## src/rtl/uart_pkg.sv

```systemverilog
`timescale 1ns/1ps
`default_nettype none
// ============================================================================
// Module      : uart_pkg
// Description : Shared UART definitions for the transmit and receive paths.
//               It holds the frame geometry constants, the transmitter state
//               encoding and a parity helper.
// Ports       : none (package)
// Revision    : 1.0 - initial release
// ============================================================================
package uart_pkg;

  localparam int DATA_BITS            = 8;
  localparam int FRAME_BITS           = 11;
  localparam int DEFAULT_CLKS_PER_BIT = 5208;

  typedef enum logic [2:0] {
    IDLE   = 3'd0,
    START  = 3'd1,
    DATA   = 3'd2,
    PARITY = 3'd3,
    STOP   = 3'd4
  } tx_state_t;

  // Even parity is the plain XOR of the data bits. Odd parity inverts it.
  function automatic logic parity_of(input logic [DATA_BITS-1:0] data,
                                     input logic                 odd);
    return (^data) ^ odd;
  endfunction

endpackage : uart_pkg
`default_nettype wire

```

## src/rtl/uart_baud_tick.sv

```systemverilog
`timescale 1ns/1ps
`default_nettype none
// ============================================================================
// Module      : uart_baud_tick
// Description : Bit-period counter. It counts 0..CLKS_PER_BIT-1 and pulses
//               bit_done for one clock on the final count of every bit.
//               restart forces the count back to 0 so a new frame is aligned
//               to its accept edge.
// Ports       : clk      - system clock
//               reset    - asynchronous active-low reset
//               restart  - realign the count to 0 at the next edge
//               bit_done - high during the last clock of a bit period
// Revision    : 1.0 - initial release
// ============================================================================
module uart_baud_tick
  import uart_pkg::*;
#(
  parameter int CLKS_PER_BIT = DEFAULT_CLKS_PER_BIT
) (
  input  logic clk,
  input  logic reset,
  input  logic restart,
  output logic bit_done
);

  localparam int                CNT_W = (CLKS_PER_BIT > 1) ? $clog2(CLKS_PER_BIT) : 1;
  localparam logic [CNT_W-1:0]  C_LAST = CNT_W'(CLKS_PER_BIT - 1);

  logic [CNT_W-1:0] r_cnt;
  logic             w_last;

  assign w_last = (r_cnt == C_LAST);

  // The count wraps to 0 on the last clock, so it never passes C_LAST.
  always_ff @(posedge clk or negedge reset) begin
    if (!reset) begin
      r_cnt <= '0;
    end else if (restart || w_last) begin
      r_cnt <= '0;
    end else begin
      r_cnt <= r_cnt + CNT_W'(1);
    end
  end

  // A restart overrides any coincident terminal count.
  assign bit_done = w_last && !restart;

endmodule : uart_baud_tick
`default_nettype wire

```

## src/rtl/uart_tx_parity.sv

```systemverilog
`timescale 1ns/1ps
`default_nettype none
// ============================================================================
// Module      : uart_tx_parity
// Description : UART transmitter. A frame is 1 start bit, 8 data bits sent
//               LSB first, 1 parity bit and 1 stop bit. Each bit lasts
//               CLKS_PER_BIT clocks. All outputs are registered. A request is
//               accepted only in IDLE. The byte and its parity are latched at
//               that edge.
// Ports       : clk         - system clock
//               reset       - asynchronous active-low reset
//               tx_data     - byte to send, sampled at accept
//               tx_start    - send request, pulse or level
//               clear_irq   - clears tx_done_irq at an edge
//               tx_busy     - frame in flight
//               tx_done_irq - sticky frame-complete flag
//               serial_out  - serial line, idles high
// Revision    : 1.0 - initial release
// ============================================================================
module uart_tx_parity
  import uart_pkg::*;
#(
  parameter int CLKS_PER_BIT = DEFAULT_CLKS_PER_BIT,
  parameter int PARITY_ODD   = 0
) (
  input  logic                 clk,
  input  logic                 reset,
  input  logic [DATA_BITS-1:0] tx_data,
  input  logic                 tx_start,
  input  logic                 clear_irq,
  output logic                 tx_busy,
  output logic                 tx_done_irq,
  output logic                 serial_out
);

  localparam int             BIT_CNT_W    = $clog2(DATA_BITS);
  localparam logic [BIT_CNT_W-1:0] C_LAST_BIT = BIT_CNT_W'(DATA_BITS - 1);
  localparam logic           C_ODD        = (PARITY_ODD != 0);

  tx_state_t                r_state,   w_state_next;
  logic [DATA_BITS-1:0]     r_shreg,   w_shreg_next;
  logic [BIT_CNT_W-1:0]     r_bit_cnt, w_bit_cnt_next;
  logic                     r_parity,  w_parity_next;
  logic                     r_serial,  w_serial_next;
  logic                     r_busy,    w_busy_next;
  logic                     r_irq,     w_irq_next;
  logic                     w_accept;
  logic                     w_bit_done;
  logic                     w_frame_done;

  assign w_accept = (r_state == IDLE) && tx_start;

  uart_baud_tick #(
    .CLKS_PER_BIT (CLKS_PER_BIT)
  ) u_baud_tick (
    .clk      (clk),
    .reset    (reset),
    .restart  (w_accept),
    .bit_done (w_bit_done)
  );

  // State and datapath registers
  always_ff @(posedge clk or negedge reset) begin
    if (!reset) begin
      r_state   <= IDLE;
      r_shreg   <= '0;
      r_bit_cnt <= '0;
      r_parity  <= 1'b0;
      r_serial  <= 1'b1;
      r_busy    <= 1'b0;
      r_irq     <= 1'b0;
    end else begin
      r_state   <= w_state_next;
      r_shreg   <= w_shreg_next;
      r_bit_cnt <= w_bit_cnt_next;
      r_parity  <= w_parity_next;
      r_serial  <= w_serial_next;
      r_busy    <= w_busy_next;
      r_irq     <= w_irq_next;
    end
  end

  // Next-state and next-output logic. Outputs are computed one edge ahead
  // so that the registered line changes on the same edge as the state.
  always_comb begin
    w_state_next   = r_state;
    w_shreg_next   = r_shreg;
    w_bit_cnt_next = r_bit_cnt;
    w_parity_next  = r_parity;
    w_serial_next  = r_serial;
    w_busy_next    = r_busy;
    w_frame_done   = 1'b0;

    case (r_state)
      IDLE: begin
        w_serial_next = 1'b1;
        w_busy_next   = 1'b0;
        if (tx_start) begin
          w_state_next   = START;
          w_shreg_next   = tx_data;
          w_parity_next  = parity_of(tx_data, C_ODD);
          w_bit_cnt_next = '0;
          w_serial_next  = 1'b0;
          w_busy_next    = 1'b1;
        end
      end

      START: begin
        if (w_bit_done) begin
          w_state_next  = DATA;
          w_serial_next = r_shreg[0];
        end
      end

      DATA: begin
        if (w_bit_done) begin
          if (r_bit_cnt == C_LAST_BIT) begin
            w_state_next  = PARITY;
            w_serial_next = r_parity;
          end else begin
            // Shift once per bit. The new LSB is the next bit on the line.
            w_shreg_next   = {1'b0, r_shreg[DATA_BITS-1:1]};
            w_serial_next  = r_shreg[1];
            w_bit_cnt_next = r_bit_cnt + BIT_CNT_W'(1);
          end
        end
      end

      PARITY: begin
        if (w_bit_done) begin
          w_state_next  = STOP;
          w_serial_next = 1'b1;
        end
      end

      STOP: begin
        if (w_bit_done) begin
          w_state_next  = IDLE;
          w_busy_next   = 1'b0;
          w_serial_next = 1'b1;
          w_frame_done  = 1'b1;
        end
      end

      default: begin
        w_state_next  = IDLE;
        w_serial_next = 1'b1;
        w_busy_next   = 1'b0;
      end
    endcase

    // A completing frame takes priority over a coincident clear.
    w_irq_next = w_frame_done | (r_irq & ~clear_irq);
  end

  assign serial_out  = r_serial;
  assign tx_busy     = r_busy;
  assign tx_done_irq = r_irq;

endmodule : uart_tx_parity
`default_nettype wire
```

## config.mk

```make
export PLATFORM = sky130hd
export DESIGN_NAME = uart_tx_parity
export DESIGN_NICKNAME = d
export VERILOG_FILES = /design/src/rtl/uart_pkg.sv /design/src/rtl/uart_baud_tick.sv /design/src/rtl/uart_tx_parity.sv
export SDC_FILE = /design/constraint.sdc
export NUM_CORES = 1
export LEC_CHECK = 0
export BUFFER_PORTS_ARGS = -buffer_cell sky130_fd_sc_hd__clkbuf_2
export CAP_MARGIN = 20
export CORE_MARGIN = 3
export CORE_UTILIZATION = 35
export CTS_BUF_LIST = sky130_fd_sc_hd__clkbuf_8
export DETAILED_ROUTE_END_ITERATION = 7
export SYNTH_ARGS = -nofsm -noshare
export SYNTH_HDL_FRONTEND = slang
export SYNTH_HIERARCHICAL = 1
export SYNTH_SLANG_ARGS = --single-unit
```

## constraint.sdc

```tcl
create_clock -name clk -period 1.85 [get_ports clk]
set_input_delay 0.185 -clock clk [delete_from_list [all_inputs] [get_ports clk]]
set_output_delay 0.185 -clock clk [all_outputs]
set_load 0.05 [all_outputs]
```

Yosys cells after proc, flatten, opt, wreduce, memory -nomap -nowiden
Index checks and enable logic that the tools add are counted.

cells by class
  mux-type cells = 27
  equal/unequal tests = 14
  $add $sub $neg = 2
  bitwise gates (word level) = 4
  reduce and logical (&&, ||, !) cells = 14

operators by type and width
  kind                   number
  $mux 3                 9
  $mux 8                 3
  $pmux 8 s2             1
  $pmux 3 s5             1
  $add 13x1->13 const B  1
  $eq 13x13->1 const B   1
  $mux 13                1
  $ne 2x1->1 const B     5
  $mux 1                 9
  $reduce_xor 8->1       1
  $eq 3x2->1 const B     2
  $eq 3x3->1 const B     2
  $ne 2x2->1 const B     3
  $pmux 3 s2             1
  $reduce_and 6->1       1
  $pmux 1 s4             1
  $reduce_and 2->1       2
  $reduce_and 4->1       1
  $add 3x1->3 const B    1
  $eq 3x1->1 const B     1
  $logic_not 3->1        1
  $pmux 1 s3             1
  $reduce_and 3->1       1
  $reduce_or 3->1        1
  8 further kinds        10

word-level totals
  register bits after elaboration = 31
  bits of input ports = 12
  logic and storage cells = 69

Logic depth before layout (Yosys ltp)
Gate-level depths: netlist of the first run.

  word-level depth = 7
  depth in mapped cells = 10
  mapped depth without buffers = 8

By module
Netlist of the first run, hierarchy kept.

modules (own cells, without submodules)
  module          area each (um^2)  seq. area each (um^2)  cells an instance  times used
  uart_tx_parity  994.7             451.7                  102                1
  uart_baud_tick  696.9             325.3                  69                 1

Least setup slack after synthesis of the first run
No wires, ideal clock.

  path type = flip-flop to flip-flop
  start point = reg u_baud_tick.r_cnt[0]
  end point = reg r_bit_cnt[0]
  stages on the path, launching flop included = 10
  setup time = 0.125 ns
  clock period less this slack = 1.910 ns
  arrival time = 1.785 ns
  buffers on the path = 2
  slack = -0.060 ns
  required time = 1.725 ns
  path through = dfrtp_1 ha_1 and4b_1 nand3_1 nor2_1 buf_4 nand3b_1 a21boi_2 buf_6 mux2_4

on the way
  longest elaborated chain between the ends = 4

ends and longest elaborated chain
  what                               line                  RTL
  start: declaration                 uart_baud_tick.sv:29  logic [CNT_W-1:0] r_cnt;
  start signal: assignment           uart_baud_tick.sv:41  r_cnt <= r_cnt + CNT_W'(1);
  $eq 13x13->1                       uart_baud_tick.sv:32  assign w_last = (r_cnt == C_LAST);
  $logic_and 1x1->1                  uart_baud_tick.sv:46  assign bit_done = w_last && !restart;
  via w_bit_done                     uart_tx_parity.sv:48  logic w_bit_done;
  $ne 2x1->1 (no source line)        --
  $reduce_and 4->1 (no source line)  --
  end signal: assignment             uart_tx_parity.sv:75  r_bit_cnt <= w_bit_cnt_next;
  end: declaration                   uart_tx_parity.sv:42  logic [BIT_CNT_W-1:0] r_bit_cnt, w_bit_cnt_next;

The timed path passes the listed nets, and every way through them passes these cells.
A chain may end at the register's enable or synchronous reset.

Final worst setup path of the first run
  start point = reg u_baud_tick.r_cnt[9]
  end point = reg r_bit_cnt[0]

The elaborated chain is that of the path after synthesis.

==> metrics, run 1 <==
cell breakdown of the critical path nor4b_4 > nand3_2 > nor2_2 > nand3b_1 > a21boi_4 > mux2_4; Die ar. 5700 sq um; GRT overflow 0; Slew Viols, Final 0; Critical Path Source Type register; largest net degree at the start of global routing 32; pre-CTS WS -23.8 ps; first-pass GRT wire length 5620 microns; flops & latches, synth 31; Gate Count Post-Synth 171; WL per Instance 12.6 microns; H-tree depth 2; nets 216; IO buf count 14; Fin Hold WS 139 ps; status finished clean; I/O pins 15; Synth Area in Compound Gates 13.4%; layout cell share with drive strength beyond 1 30.7%; Crit path largest cell delay 450 ps; Placeable Area 4500 sq um; total power 2.08 mW; critical path fanouts, max 6; Max Cap Viol 0; CP Data Required Time 2020 ps; Main synth FF type dfrtp_1; Area Overhead vs Synth 20.3%; vias in the first global route 1,226; most numerous cell in the Yosys netlist dfrtp_1; post-synthesis adder-cell area fraction 2.22%; Layout Skew 5.57 ps; Fin. Hold Viols 0; largest family of logic cells by synthesized area simple AND/OR/NAND/NOR gates; CP Data Arrival Time 1940 ps; Initial Util 37.6%; Post-Syn Area 1690 sq um; DRT iter0 DRCs 43; post-synthesis mux area share 6.88%; Seq/Total Area, Yosys 45.9%; Max-slew headroom 49.2%; post-synth top area cell dfrtp_1; Worst Min Path Start tx_data[7]; Final TNS setup 0 ps; crit end category register; chip height 75.5 microns; syn_nets 186; R2R cell count 6; critical path startpoint u_baud_tick/r_cnt[9]; ys async rst share 100%; critical path buffer and inverter count 0; dpl hpwl 2320 microns; routability congestion estimate from global placement 0.772; delay-heaviest family, CP simple AND/OR/NAND/NOR gates; synthesized-area fraction occupied by and/or/nand/nor cells 20.0%; DIE WIDTH 75.5 microns; XOR/XNOR Fraction of Synth Area 5.70%; Setup Crit Path Kind register to register; # DRC 0; number of antenna-violating nets in the routed design 0; initial antenna violation count 0; RSZ-0062 raised after global routing yes; hold path cells 3; Final setup viols 0; period utilization 95.4%; synth warn 6; Num CTS Buffers 5; Max rail drop VDD 420 uV; Area contributors post-synth dfrtp_1, mux2i_1, nor2_1; std cell rows 24; fin crit period 1770 ps; Lkg Pwr 0.921 nW; Peak Freq 566 MHz; HP Class primary input to register; via count of the routed design 1,293; Commonest cells post-synth dfrtp_1, nor2_1, a21oi_1, o21ai_0; worst r2r src u_baud_tick/r_cnt[9]; TritonCTS clock tree built; Root Buffer clkbuf_8; setup ws final 84.7 ps; Post-synth EDFFs 0; R2R Setup Slk 80 ps; worst skew pair latency 280 ps; diodes inserted 0; Cell variety after synth 43; Critical R2R Capture r_bit_cnt[0]; Tightest Pin Transition 762 ps; CTS Sinks 31; drt pass-1 iters 4; synthesized area per cell 9.89 sq um; Pwr Density 1020 nW/um^2; Reg clk slew, reported paths 70 ps; via/cell ratio 5.09; Crit-path slowest cell dfrtp_1; clk buf depth 2; Post-Route WL 3210 microns; post-synth top area share 44.4%; hold endpoint r_shreg[7]; total track usage 13.0%
through the flow:
step | util, % | area, sq um | instances
6_report | 45.2 | 2030 | 254
5_1_grt | 45.2 | 2030 | 254
4_1_cts | 44.3 | 2000 | 253
3_5_place_dp | 42.0 | 1890 | 243
3_3_place_gp | 42.0 | 1890 | 243
2_1_floorplan | - | 1710 | 171
flip-flops by register name (all words and copies together), names as in the netlist:
signal	cells
r_state	3
r_parity	1
u_baud_tick/r_cnt	13
r_bit_cnt	3
tx_busy	1
serial_out	1
tx_done_irq	1
r_shreg	8
report_power, final:
part	switching [mW]	total [mW]	leakage [nW]	internal (mW)
Clock	0.258	0.515	0.0477	0.257
Sequential	0.110	0.940	0.380	0.829
Combinational	0.336	0.629	0.493	0.293
placed cells by master (no fill, tap or decap), types with 8 or more instances in the layout:
master    instances
a21oi_1          14
mux2i_1           9
o21ai_0           9
inv_1             9
buf_4            16
nand2_1           8
nor2_1           17
dfrtp_1          30
clkbuf_2         14
xnor2_1           8
worst max path at each step:
stage | end | slack (ps) | depth (start not counted)
after floorplan | r_bit_cnt[0] | 20 | 9
after global placement | r_shreg[0] | 20 | 9
after detailed placement | r_shreg[1] | -20 | 9
after CTS | r_shreg[4] | 7 | 9
after global routing | r_shreg[4] | -70 | 9
final | r_bit_cnt[0] | 80 | 6
worst min-delay path, cell delays in order:
cell	delay, ps
clkbuf_2	100
nand2_1	40
o21ai_0	60
kinds of logic after synthesis:
logic type / count (synthesis)
AND/OR/NAND/NOR: 60
AO/OA/AOI/OAI: 37
buffers and inverters: 18
XOR/XNOR: 11
multiplexers: 11
adder cells (fa/ha/maj): 3
flip-flops: 31
area by class of cell:
| cell class | count | area [sq um] |
|---|---|---|
| well taps | 52 | 65.1 |
| flip-flops and latches | 31 | 777 |
| inverters | 9 | 33.8 |
| fillers | 426 | 2470 |
| clock buffers | 5 | 68.8 |
| multi-input cells | 122 | 860 |
| repair buffers | 32 | 215 |
| clock inverters | 3 | 15.0 |
metal layers:
metal	vias to the layer above	global-route usage [%]	routed length, microns
met5	-	0	0
met4	0	5.24	45
met3	6	3.96	112
met2	20	19.4	1450
met1	605	17.6	1600
li1	662	-	-
what timing repair did:
action / CTS / global route
buffers inserted: 1 / 1
pin swaps: 1 / 1
resized for setup: 1 / 7
setup endpoints to repair: 7 / 12
hold buffers: 1 / 0
hold endpoints to repair: 19 / 0
No activity file was read; power rests on OpenSTA's default activity.
==> run 2, diff against run 1 <==
--- a/config.mk
+++ b/config.mk
@@ -10,7 +10,10 @@
 export CORE_MARGIN = 3
 export CORE_UTILIZATION = 35
 export CTS_BUF_LIST = sky130_fd_sc_hd__clkbuf_8
+export CTS_CLUSTER_SIZE = 30
 export DETAILED_ROUTE_END_ITERATION = 7
+export GPL_TIMING_DRIVEN = 0
+export REMOVE_ABC_BUFFERS = 1
 export SYNTH_ARGS = -nofsm -noshare
 export SYNTH_HDL_FRONTEND = slang
 export SYNTH_HIERARCHICAL = 1
==> metrics, run 2 (synthesis results as in run 1) <==
cell breakdown of the critical path ha_4 > and4b_1 > nand3_2 > nor2_4 > nand3b_1 > a21boi_4 > mux2_4; Area Overhead vs Synth 25.0%; R2R cell count 7; crit end category register; Reg clk slew, reported paths 70 ps; Top reg by flops u_baud_tick/r_cnt; vias in the first global route 1,217; Finished Core Util 46.9%; Peak Freq 536 MHz; leading cell type in the layout, fill and taps excluded dfrtp_1; Fin. Hold Viols 0; fin crit period 1860 ps; Placeable Area 4500 sq um; I/O pins 15; initial antenna violation count 0; via/cell ratio 5.12; Power Internal 1.44 mW; critical path fanouts, max 4; DIE WIDTH 75.5 microns; delay-heaviest family, CP simple AND/OR/NAND/NOR gates; # DRC 0; Lkg Pwr 0.937 nW; clk buf depth 2; period utilization 101%; layout cell share with drive strength beyond 1 33.0%; max reg flops 13; Critical R2R Capture r_bit_cnt[0]; Final setup viols 1; R2R Setup Slk -10 ps; worst skew pair latency 280 ps; H-tree depth 2; hold path cells 3; chip height 75.5 microns; biggest regs u_baud_tick/r_cnt x13, r_shreg x8; WL per Instance 13.7 microns; DRT iter0 DRCs 52; Comb pwr share 26.5%; status complete, but fails checks; Slew Viols, Final 0; HP Class primary input to register; Num CTS Buffers 5; Max Cap Viol 0; Crit-path slowest cell dfrtp_1; Tightest Pin Transition 776 ps; switching share of power 32.4%; Die ar. 5700 sq um; CTS Sinks 31; dpl hpwl 2030 microns; total track usage 12.4%; GRT overflow 0; number of antenna-violating nets in the routed design 0; Root Buffer clkbuf_8; TritonCTS clock tree built; switching power of the nets 689 uW; Max-slew headroom 48.3%; Initial Util 37.6%; Fin Hold WS 165 ps; CP Data Arrival Time 2030 ps; commonest cells after routing, fill and taps aside dfrtp_1, buf_4, nor2_1; Setup Crit Path Kind register to register; routability congestion estimate from global placement 0.739; setup ws final -14.9 ps; RSZ-0062 raised after global routing yes; hold endpoint tx_done_irq; via count of the routed design 1,322; Pwr Density 1010 nW/um^2; Final TNS setup -14.9 ps; Critical Path Source Type register; Worst Min Path Start clear_irq; Max rail drop VDD 437 uV; std cell rows 24; failing checks setup timing; Crit path largest cell delay 400 ps; critical path buffer and inverter count 0; drt pass-1 iters 4; first-pass GRT wire length 5420 microns; IO buf count 14; Post-Route WL 3540 microns; worst r2r src u_baud_tick/r_cnt[1]; CP Data Required Time 2010 ps; total power 2.13 mW; register share of total power 46.5%; diodes inserted 0; Layout Skew 7.69 ps; nets 220; largest net degree at the start of global routing 32; power share of the clock group 26.9%
-- run 2: worst reg2reg max path, cell delays in order, from the launching register on --
cell	delay, ps
dfrtp_1	400
ha_4	150
and4b_1	230
nand3_2	110
nor2_4	140
nand3b_1	170
a21boi_4	250
mux2_4	310
-- run 2: power groups by stage --
stage	logic [mW]	clock network (mW)	registers, mW
final	0.564	0.573	0.990
after global routing	0.632	0.631	1.01
after CTS	0.522	0.595	0.991
after detailed placement	0.410	0	1.00
after global placement	0.398	0	1.00
after floorplan	0.274	0	1.01
-- run 2: metal layers --
| layer | share of wire (%) | GRT usage, % | up-vias | routed length (microns) |
|---|---|---|---|---|
| met5 | 0 | 0 | - | 0 |
| li1 | - | - | 680 | - |
| met1 | 47 | 16.4 | 619 | 1680 |
| met2 | 49 | 18.7 | 18 | 1720 |
| met3 | 2.8 | 4.09 | 5 | 100 |
| met4 | 1.1 | 5.05 | 0 | 39 |
-- run 2: worst max-delay path by stage --
| stage | start | to | slack, ps | cells past startpoint |
|---|---|---|---|---|
| after global routing | u_baud_tick/r_cnt[1] | r_shreg[5] | -100 | 9 |
| after detailed placement | u_baud_tick/r_cnt[0] | r_bit_cnt[0] | -850 | 7 |
| after floorplan | u_baud_tick/r_cnt[0] | r_bit_cnt[0] | -440 | 7 |
| after global placement | u_baud_tick/r_cnt[0] | r_bit_cnt[0] | -840 | 7 |
| final | u_baud_tick/r_cnt[1] | r_bit_cnt[0] | -10 | 7 |
| after CTS | u_baud_tick/r_cnt[1] | r_bit_cnt[0] | -10 | 7 |
-- run 2: area by class of cell --
type	count	area, sq um
clock inverters	1	3.75
multi-input cells	124	911
fillers	424	2390
well taps	52	65.1
inverters	9	33.8
flip-flops and latches	31	782
repair buffers	34	223
clock buffers	7	96.3
-- run 2: metrics by stage --
stage	instance area (sq um)	worst slack [ps]	std cells
after global routing	2110	-95.2	258
final	2110	-14.9	258
after floorplan	1630	-435	162
after global placement	1760	-838	228
after detailed placement	1760	-850	228
after CTS	2030	-10.9	249
-- run 2: what timing repair did --
| item | CTS | global route |
|---|---|---|
| cloned | 1 | 1 |
| pin swaps | 6 | 4 |
| hold endpoints to repair | 23 | 0 |
| resized for setup | 14 | 2 |
| hold buffers | 1 | 0 |
| setup endpoints to repair | 17 | 20 |
| setup buffers | 11 | 8 |
==> run 3, diff against run 2 <==
--- a/config.mk
+++ b/config.mk
@@ -9,7 +9,6 @@
 export CAP_MARGIN = 20
 export CORE_MARGIN = 3
 export CORE_UTILIZATION = 35
-export CTS_BUF_LIST = sky130_fd_sc_hd__clkbuf_8
 export CTS_CLUSTER_SIZE = 30
 export DETAILED_ROUTE_END_ITERATION = 7
 export GPL_TIMING_DRIVEN = 0
==> metrics, run 3 (synthesis results as in run 1) <==
Max rail drop VDD 437 uV; chip height 75.5 microns; Die ar. 5700 sq um; Fin. Hold Viols 0; R2R cell count 7; via/cell ratio 5.13; RSZ-0062 raised after global routing yes; total track usage 12.4%; cell breakdown of the critical path ha_4 > and4b_1 > nand3_2 > nor2_4 > nand3b_1 > a21boi_4 > mux2_4; register share of total power 46.4%; initial antenna violation count 0; Comb pwr share 26.4%; TritonCTS clock tree built; Critical Path Source Type register; via count of the routed design 1,324; HP Class primary input to register; Layout Skew 7.69 ps; R2R Setup Slk -10 ps; std cell rows 24; DIE WIDTH 75.5 microns; failing checks setup timing; Crit path largest cell delay 400 ps; period utilization 101%; dpl hpwl 2030 microns; pre-CTS WS -850 ps; max reg flops 13; largest net degree at the start of global routing 32; Tightest Pin Transition 775 ps; GRT overflow 0; leading cell type in the layout, fill and taps excluded dfrtp_1; Power Internal 1.44 mW; # DRC 0; fin crit period 1860 ps; Root Buffer clkbuf_8; Num CTS Buffers 5; Fin Hold WS 165 ps; Final TNS setup -14.8 ps; number of antenna-violating nets in the routed design 0; max layer used met4; Placeable Area 4500 sq um; first-pass GRT wire length 5420 microns; Reg clk slew, reported paths 70 ps; area post-placement 1760 sq um; Slew Viols, Final 0; hold path cells 3; CP Data Arrival Time 2030 ps; I/O pins 15; H-tree depth 2; switching share of power 32.3%; Max Cap Viol 0; setup ws final -14.8 ps; Finished Core Util 46.9%; vias in the first global route 1,217; drt pass-1 iters 4; hold endpoint tx_done_irq; Area Overhead vs Synth 25.0%; Lkg Pwr 0.933 nW; Peak Freq 536 MHz; layout cell share with drive strength beyond 1 33.0%; commonest cells after routing, fill and taps aside dfrtp_1, buf_4, nor2_1; CTS Sinks 31; nets 220; WL per Instance 13.7 microns; clk buf depth 2; status complete, but fails checks; Top reg by flops u_baud_tick/r_cnt; Initial Util 37.6%; fin area 2110 sq um; power share of the clock group 27.1%; routability congestion estimate from global placement 0.739; critical path fanouts, max 4; Setup Crit Path Kind register to register; Post-Route WL 3540 microns; Worst Min Path Start clear_irq; Max-slew headroom 48.3%; met3 WL post-DR 100 microns; Final setup viols 1; biggest regs u_baud_tick/r_cnt x13, r_shreg x8; Crit-path slowest cell dfrtp_1; Critical R2R Capture r_bit_cnt[0]; worst skew pair latency 280 ps; IO buf count 14; CP Data Required Time 2010 ps; met2 WL 1730 microns; worst r2r src u_baud_tick/r_cnt[1]; crit end category register; DRT iter0 DRCs 52; switching power of the nets 688 uW; Post-Route M1 WL 1670 microns; diodes inserted 0; Pwr Density 1010 nW/um^2
[run 3: changes by cell type in the layout (fill, tap and decap cells not counted), sizes merged]
| cell | before | now |
|---|---|---|
| clkbuf | 21 | 22 |
| inv | 10 | 9 |
[run 3: worst max path at each step]
stage	slack [ps]	endpoint	cells past startpoint	from
after floorplan	-440	r_bit_cnt[0]	7	u_baud_tick/r_cnt[0]
after global placement	-840	r_bit_cnt[0]	7	u_baud_tick/r_cnt[0]
after detailed placement	-850	r_bit_cnt[0]	7	u_baud_tick/r_cnt[0]
after CTS	-10	r_bit_cnt[0]	7	u_baud_tick/r_cnt[1]
after global routing	-100	r_shreg[5]	9	u_baud_tick/r_cnt[1]
final	-10	r_bit_cnt[0]	7	u_baud_tick/r_cnt[1]
[run 3: routing by layer]
metal / track usage [%] / vias up
li1: - / 679
met1: 16.4 / 622
met2: 18.7 / 18
met3: 4.09 / 5
met4: 5.05 / 0
met5: 0 / -
[run 3: power by group through the flow]
stage | Sequential, mW | Clock, mW | Combinational [mW]
CTS | 0.991 | 0.600 | 0.522
global placement | 1.00 | 0 | 0.398
finish | 0.990 | 0.578 | 0.564
global route | 1.01 | 0.637 | 0.632
floorplan | 1.01 | 0 | 0.274
detailed placement | 1.00 | 0 | 0.410
[run 3: layout make-up]
class                           count  area, sq um
Fill cell                         424         2390
Multi-Input combinational cell    124          911
Sequential cell                    31          782
Timing Repair Buffer               34          223
Clock buffer                        8          100
Tap cell                           52         65.1
Inverter                            9         33.8
[run 3: timing repair]
action | 4_1_cts | 5_1_grt
buffers inserted | 11 | 8
pin swaps | 6 | 4
setup endpoints to repair | 17 | 20
gates cloned | 1 | 1
hold buffers | 1 | 0
resized for setup | 14 | 2
endpoints found under the hold margin | 23 | 0
[run 3: critical path: cells and delay by family, from the launching register on]
family / cells / cell delay, ps
flip-flops: 1 / 400
multiplexers: 1 / 310
AO/OA/AOI/OAI: 1 / 250
AND/OR/NAND/NOR: 4 / 650
adder cells (fa/ha/maj): 1 / 150
[run 3: per-stage QoR]
step | cells | power [mW]
after global placement | 228 | 1.40
final | 258 | 2.13
after floorplan | 162 | 1.29
after detailed placement | 228 | 1.41
after CTS | 249 | 2.11
after global routing | 258 | 2.28
